## config.mk

```make
export PLATFORM = sky130hd
export DESIGN_NAME = csr_exec_unit
export DESIGN_NICKNAME = d
export VERILOG_FILES = /design/src/rtl/csr_exec_unit.sv
export SDC_FILE = /design/constraint.sdc
export NUM_CORES = 1
export LEC_CHECK = 0
export CAP_MARGIN = 25
export CORE_MARGIN = 4
export CORE_UTILIZATION = 30
export DETAILED_ROUTE_END_ITERATION = 12
export MAX_ROUTING_LAYER = met4
export PLACE_DENSITY_LB_ADDON = 0.08
export SLEW_MARGIN = 25
export SYNTH_ARGS = -nofsm -noshare
export SYNTH_HDL_FRONTEND = slang
export SYNTH_SLANG_ARGS = --single-unit
```

## constraint.sdc

```tcl
create_clock -name clk -period 4.9 [get_ports clk]
set_input_delay 0.98 -clock clk [delete_from_list [all_inputs] [get_ports clk]]
set_output_delay 0.98 -clock clk [all_outputs]
set_load 0.005 [all_outputs]
```

## src/rtl/csr_exec_unit.sv

```systemverilog
// CSR execute unit: decodes Zicsr read/modify/write ops, returns the old CSR
// value to the GPR file one cycle after acceptance and issues a single-cycle
// registered write to the CSR file. Holds one result behind a valid/ready pair.
module csr_exec_unit #(
  parameter int unsigned XLEN       = 32,
  parameter int unsigned CHECK_PRIV = 1
) (
  input  logic              clk,
  input  logic              rst,
  input  logic              in_valid,
  output logic              in_ready,
  input  logic [2:0]        op,
  input  logic [11:0]       csr_addr,
  input  logic [4:0]        rs1_idx,
  input  logic [XLEN-1:0]   rs1_data,
  input  logic [4:0]        rd,
  input  logic [1:0]        priv,
  output logic [11:0]       csr_raddr,
  input  logic [XLEN-1:0]   csr_rdata,
  output logic              csr_we,
  output logic [11:0]       csr_waddr,
  output logic [XLEN-1:0]   csr_wdata,
  output logic              out_valid,
  input  logic              out_ready,
  output logic [4:0]        rd_out,
  output logic              rd_we,
  output logic [XLEN-1:0]   rd_data,
  output logic              exc_illegal
);

  localparam int unsigned ADDR_W = 12;
  localparam int unsigned REG_W  = 5;
  localparam logic        PRIV_EN = (CHECK_PRIV != 0);

  // funct3[1:0] selects the operation; funct3[2] selects the immediate form
  localparam logic [1:0] OP_ILL = 2'b00;
  localparam logic [1:0] OP_RW  = 2'b01;
  localparam logic [1:0] OP_RS  = 2'b10;
  localparam logic [1:0] OP_RC  = 2'b11;

  logic            accept;
  logic [XLEN-1:0] operand;
  logic            fwd_hit;
  logic [XLEN-1:0] old_val;
  logic [XLEN-1:0] new_val;
  logic            wr_intent;
  logic            op_ok;
  logic            priv_fail;
  logic            ro_fail;
  logic            illegal;
  logic            do_write;

  // Handshake: a held result blocks new ops unless it drains this cycle
  assign in_ready  = !out_valid || out_ready;
  assign accept    = in_valid && in_ready;
  assign csr_raddr = csr_addr;

  // Operand select, forwarding of the in-flight write, and op decode
  always_comb begin
    operand   = rs1_data;
    fwd_hit   = 1'b0;
    old_val   = csr_rdata;
    new_val   = '0;
    wr_intent = 1'b0;
    op_ok     = 1'b1;
    priv_fail = 1'b0;
    ro_fail   = 1'b0;
    illegal   = 1'b0;
    do_write  = 1'b0;

    if (op[2]) begin
      operand = XLEN'(rs1_idx);
    end

    // The CSR file has not yet absorbed last cycle's write, so bypass it
    fwd_hit = csr_we && (csr_waddr == csr_addr);
    if (fwd_hit) begin
      old_val = csr_wdata;
    end

    unique case (op[1:0])
      OP_RW: begin
        new_val   = operand;
        wr_intent = 1'b1;
      end
      OP_RS: begin
        new_val   = old_val | operand;
        wr_intent = (rs1_idx != REG_W'(0));
      end
      OP_RC: begin
        new_val   = old_val & ~operand;
        wr_intent = (rs1_idx != REG_W'(0));
      end
      OP_ILL: begin
        op_ok = 1'b0;
      end
      default: begin
        op_ok = 1'b0;
      end
    endcase

    // Address bits [11:10]==11 mark read-only CSRs; [9:8] give the minimum privilege
    ro_fail   = wr_intent && (csr_addr[11:10] == 2'b11);
    priv_fail = PRIV_EN && (priv < csr_addr[9:8]);
    illegal   = !op_ok || ro_fail || priv_fail;
    do_write  = accept && !illegal && wr_intent;
  end

  // Result register: loads on acceptance, holds until consumed
  always_ff @(posedge clk or posedge rst) begin
    if (rst) begin
      out_valid   <= 1'b0;
      rd_out      <= '0;
      rd_we       <= 1'b0;
      rd_data     <= '0;
      exc_illegal <= 1'b0;
    end else if (accept) begin
      out_valid   <= 1'b1;
      rd_out      <= rd;
      rd_we       <= !illegal && (rd != REG_W'(0));
      rd_data     <= illegal ? '0 : old_val;
      exc_illegal <= illegal;
    end else if (out_ready) begin
      out_valid   <= 1'b0;
    end
  end

  // CSR write port: one-cycle pulse after acceptance, independent of out_ready
  always_ff @(posedge clk or posedge rst) begin
    if (rst) begin
      csr_we    <= 1'b0;
      csr_waddr <= '0;
      csr_wdata <= '0;
    end else begin
      csr_we <= do_write;
      if (do_write) begin
        csr_waddr <= ADDR_W'(csr_addr);
        csr_wdata <= new_val;
      end
    end
  end

endmodule

```

==> impl_metrics.csv, run 1 <==
group,metric,value,unit
floorplanning,die_area,16300,um^2
global_route,grt_usage,17.1,%
global_route,grt_max_degree,59,
pwr,vdd_drop_max,0.000155,V
sta,fin_setup_tns,0,ns
placement,place_area,6300,um^2
floorplanning,coreArea,13900,um^2
clocking,cts.sinks,85,
clocking,cts_made_buffers,9,
clocking,clock_path_buffers,2,
floorplanning,start_util,30.7,%
logic_synthesis,synthArstFlopShare,100,%
pwr,pwr_density_cell,346,nW/um^2
floorplanning,die_h,127,um
sta,timing.fmax,297,MHz
sta,post-route-period-util,68.8,%
clocking,cts_tree,"built",
logic_synthesis,syn_inst,404,
logic_synthesis,ys_ff_latch,85,
sta,period_needed,3.37,ns
sta,rsz0062_at_grt,"false",
final_layout,area_growth,54.2,%
detailed_routing,wl_per_cell,17.9,um
worst_hold_path,hold_path_class,"flip-flop to flip-flop",
floorplanning,die_width,127,um
global_route,grt-ovfl-total,0,
detailed_routing,ant_nets,0,
logic_synthesis,synth_edf_count,0,
sta,max_slew_margin,35.5,%
detailed_routing,drt_iter0_markers,182,
sta,skew,0.00845,ns
setup_path,critPathArrivalTime,3.59,ns
final_layout,stdcell_area,6600,um^2
logic_synthesis,synth_cell_types,38,
setup_path,regToRegSetupSlack,2.54,ns
clocking,htreeDepth,3,
global_route,antenna_found_initial,0,
detailed_routing,first_pass_iters,4,
setup_path,path_max_fanout,22,
sta,worst_pin_slew,0.968,ns
logic_synthesis,yosys_warnings,0,
placement,dpl.hpwl,9770,um
global_route,grt_pass1_wl,21400,um
worst_hold_path,min_path_cells,2,
floorplanning,ios,193,
floorplanning,rows,43,
setup_path,criticalPathCategory,"input pin to flip-flop",
placement,portBuffers,192,
placement,finalWeightedCongestion,0.752,
sta,setup-violations-final,0,
pwr,p_leak,2.60,nW
clocking,cts-hold-fix-buffers,0,
detailed_routing,wirelength,13700,um
logic_synthesis,syn_nets,500,
clocking,cts_root_buffer,"clkbuf_16",
setup_path,cp-start-kind,"input pin",
logic_synthesis,synth-main-ff-cell,"dfrtp_1",
job,maxCapViolCount,0,
clocking,clk_pin_slew,0.06,ns
global_route,grt_pass1_vias,3991,
clocking,cts_setup_buffers,0,
sta,drv_slew,0,
sta,hold_viol,0,
setup_path,cp-end-kind,"flip-flop",
final_layout,antennaDiodeCount,0,
logic_synthesis,syn_avg_cell_area,10.6,um^2
setup_path,rr_worst_depth,6,
setup_path,required,5.12,ns
final_layout,fillers,1315,
final_layout,nets,674,
logic_synthesis,yosysSeqAreaShare,49.7,%
final_layout,final_layout_size_suffix_gt1_share,7.38,%
logic_synthesis,syn_area,4280,um^2
clocking,worst_skew_pair.late_latency,0.34,ns
clocking,cts_resized,0,
outcome,outcome,"completed",
detailed_routing,routed_via_density,4.86,
detailed_routing,dr_total_vias,3711,
detailed_routing,drc,0,
layout make-up:
| class | count | area (um^2) | share of cell area (%) |
|---|---|---|---|
| Clock buffer | 10 | 239 | 3.62 |
| Tap cell | 180 | 225 | 3.41 |
| Timing Repair Buffer | 201 | 2010 | 30.4 |
| Sequential cell | 85 | 2130 | 32.2 |
| Multi-Input combinational cell | 273 | 1930 | 29.2 |
| Inverter | 8 | 35.0 | 0.531 |
| Clock inverter | 6 | 38.8 | 0.587 |
state kept, by name (all words and copies together), names as in the netlist:
signal       cells
out_valid        1
exc_illegal      1
csr_wdata       32
csr_we           1
rd_data         32
csr_waddr       12
rd_out           5
rd_we            1
cell families after synthesis:
family | Yosys count | share of synthesized area, %
and+or+nand+nor | 106 | 12.1
AOI/OAI and AO/OA | 105 | 17.7
adders and majority gates | 1 | 0.292
muxes | 48 | 11.5
buffers and inverters | 46 | 6.05
xor gates and xnor gates | 13 | 2.66
DFF | 85 | 49.7
metrics by stage:
stage                     worst slack, ns  utilization [%]  hold slack [ns]  total power (W)  cells
after floorplan                      1.73                -            0.470          0.00121    404
final                                1.53             47.4            0.474          0.00228    763
after global routing                 1.36             47.4            0.507          0.00241    763
after detailed placement             1.18             45.2            0.469          0.00167    746
after global placement               1.20             45.2            0.461          0.00166    746
after CTS                            1.52             47.2            0.484          0.00232    762
worst max-delay path: stages:
cell	delay, ns
clkdlybuf4s50_1	0.77
or4b_4	0.54
o31a_1	0.30
nand4_1	0.29
buf_4	0.35
nor3_1	0.09
a221o_1	0.26
synthesized netlist by cell type (2+ instances only):
| cell | count | area (um^2) |
|---|---|---|
| inv_1 | 8 | 30.0 |
| xnor2_1 | 13 | 114 |
| mux2i_1 | 37 | 370 |
| buf_4 | 17 | 128 |
| nand2_1 | 57 | 214 |
| nor4_1 | 2 | 12.5 |
| a22oi_1 | 27 | 203 |
| buf_6 | 2 | 22.5 |
| nor2_1 | 2 | 7.51 |
| nand2b_1 | 7 | 43.8 |
| dfrtp_1 | 85 | 2130 |
| clkbuf_1 | 12 | 45.0 |
| nor3_1 | 3 | 15.0 |
| buf_2 | 6 | 30.0 |
| o31ai_1 | 27 | 203 |
| mux2_2 | 5 | 56.3 |
| nand4_1 | 3 | 18.8 |
| o221ai_2 | 4 | 60.1 |
| mux2_1 | 6 | 67.6 |
| a31oi_1 | 4 | 25.0 |
| o21ai_0 | 34 | 170 |
| nor2b_1 | 27 | 169 |
report_power, final:
part	internal, W	switching (W)	leakage [nW]
registers	0.000841	0.000115	1.09
logic	0.000446	0.000243	1.38
clock network	0.000355	0.000283	0.134
total	0.00164	0.000641	2.60
routing by layer:
metal | track usage (%) | up-vias | routed length, um
li1 | - | 1786 | -
met1 | 22.2 | 1774 | 6230
met5 | - | - | 0
met2 | 27.3 | 136 | 6440
met3 | 3.30 | 15 | 813
met4 | 5.30 | 0 | 181
path summary, 6_finish.rpt:
check                           startpoint             to
worst max-delay path                 op[1]   csr_wdata[3]
min in group asynchronous              rst    rd_data[20]
worst min-delay path             rd_out[4]      rd_out[4]
worst max register to register   out_valid  csr_wdata[12]
max in group asynchronous              rst     rd_data[5]
worst min register to register   rd_out[4]      rd_out[4]
layout by cell type, fill, tap and decap left out, drive strengths merged, types with 10 or more instances in the layout:
cell type	count
xnor2	13
clkbuf	10
a22oi	27
o31ai	28
mux2i	37
nor2b	27
nand2	57
o21ai	34
dfrtp	85
mux2	11
clkdlybuf4s50	192
Note: power is estimated with default switching activity, not from simulation.
==> run 2, diff against run 1 <==
- clock period: 4.9 -> 3.1 ns (I/O delays scaled with it)
==> run 2 against run 1 <==
Combinational power increased by 59%. Register-to-register slack got worse by 1.7 ns. Final area increased by 1.6%. Clock power increased by 85%. Count of clock-buffer cells in the layout decreased by 1. Clock skew increased by 0.0021 ns. Worst hold slack improved by 0.0057 ns. Routed wire length increased by 1.5%. Critical path depth unchanged. Critical endpoint is now rd_data[8]. Largest cell class unchanged.
==> impl_metrics.csv, run 2 (synthesis results as in run 1) <==
group,metric,value,unit
outcome,outcome,"completed",
sta,skew,0.0106,ns
clocking,clk_pin_slew,0.06,ns
clocking,clock_path_buffers,2,
setup_path,required,3.31,ns
detailed_routing,ant_nets,0,
clocking,cts-hold-fix-buffers,0,
floorplanning,die_width,127,um
final_layout,area_growth,56.7,%
detailed_routing,drc,0,
global_route,grt_max_degree,45,
placement,place_area,6390,um^2
setup_path,criticalPathCategory,"input pin to flip-flop",
setup_path,critPathArrivalTime,2.81,ns
placement,dpl.hpwl,10000,um
clocking,cts.sinks,85,
floorplanning,start_util,30.7,%
sta,period_needed,2.60,ns
pwr,p_leak,2.65,nW
final_layout,register_area,2130,um^2
final_layout,mostFrequentLayoutCell,"clkdlybuf4s50_1",
clocking,htreeDepth,3,
clocking,cts_setup_buffers,0,
setup_path,path_max_fanout,16,
clocking,worst_skew_pair.late_latency,0.34,ns
sta,fin_setup_tns,0,ns
setup_path,cp-end-kind,"flip-flop",
pwr,pwr_density_cell,565,nW/um^2
global_route,grt-ovfl-total,0,
global_route,antenna_found_initial,0,
sta,post-route-period-util,83.9,%
floorplanning,die_h,127,um
detailed_routing,first_pass_iters,4,
sta,rsz0062_at_grt,"false",
worst_hold_path,hold_path_class,"flip-flop to flip-flop",
final_layout,nets,682,
final_layout,final_cell_mix,"clkdlybuf4s50_1, dfrtp_1, nand2_1",
floorplanning,ios,193,
global_route,grt_pass1_wl,21600,um
final_layout,multi_input_area,1930,um^2
detailed_routing,wl_per_cell,18.0,um
clocking,cts_tree,"built",
clocking,cts_root_buffer,"clkbuf_16",
detailed_routing,routed_via_density,4.89,
sta,max_slew_margin,46.6,%
final_layout,stdcell_area,6710,um^2
global_route,grt_pass1_vias,3925,
job,maxCapViolCount,0,
pwr,vdd_drop_max,0.000239,V
final_layout,reg_top3,"csr_wdata: 32 flops, rd_data: 32 flops, csr_waddr: 12 flops",
setup_path,cp-start-kind,"input pin",
placement,finalWeightedCongestion,0.783,
final_layout,antennaDiodeCount,0,
floorplanning,coreArea,13900,um^2
detailed_routing,wirelength,13900,um
final_layout,final_layout_size_suffix_gt1_share,8.63,%
detailed_routing,drt_iter0_markers,174,
detailed_routing,dr_total_vias,3767,
sta,setup-violations-final,0,
final_layout,fillers,1308,
placement,portBuffers,192,
final_layout,final_core_util,48.2,%
floorplanning,die_area,16300,um^2
sta,hold_viol,0,
floorplanning,rows,43,
sta,worst_pin_slew,0.800,ns
global_route,grt_usage,17.4,%
sta,timing.fmax,384,MHz
sta,fin_hold_ws,0.479,ns
sta,drv_slew,0,
pwr,finalPower,0.00379,W
clocking,cts_resized,0,
clocking,cts_made_buffers,9,
-- run 2: final cells by class --
cell class | instances | share of cell area, %
clock buffer | 9 | 3.36
multi-input combinational | 273 | 28.8
inverter | 8 | 0.466
timing repair buffer | 209 | 30.9
sequential | 85 | 31.7
clock inverter | 7 | 1.45
tap | 180 | 3.36
-- run 2: worst paths after layout --
check                           depth (start not counted)  slack (ns)    startpoint           end
worst max-delay path                                    7        0.50  csr_addr[10]    rd_data[8]
worst min-delay path                                    2        0.48     rd_out[1]     rd_out[1]
worst max register to register                          6        0.88  csr_waddr[7]    rd_data[8]
worst min register to register                          2        0.48     rd_out[1]     rd_out[1]
max in group asynchronous                               3        1.72           rst  csr_waddr[2]
min in group asynchronous                               2        0.73           rst   rd_data[22]
-- run 2: power breakdown --
group	internal (W)	switching, W
clock network	0.000711	0.000474
logic	0.000712	0.000389
registers	0.00133	0.000178
-- run 2: layer usage --
| layer | global-route usage [%] | vias up | part of all wire (%) | routed length (um) |
|---|---|---|---|---|
| met2 | 26.1 | 137 | 45 | 6250 |
| li1 | - | 1803 | - | - |
| met5 | - | - | 0 | 0 |
| met1 | 23.6 | 1813 | 47 | 6560 |
| met3 | 3.97 | 14 | 6.3 | 871 |
| met4 | 5.24 | 0 | 1.3 | 177 |
-- run 2: stage by stage --
stage / instances / setup WS (ns)
finish: 771 / 0.498
detailed placement: 755 / 0.0906
global route: 771 / 0.340
floorplan: 404 / 0.287
CTS: 771 / 0.452
global placement: 755 / 0.0684
-- run 2: worst max-delay path, stage by stage --
cell and delay (ns):
clkdlybuf4s50_1 0.54, xnor2_1 0.13, nand4_1 0.16, nor4_2 0.50, buf_4 0.40, mux2i_1 0.30, o21ai_0 0.12
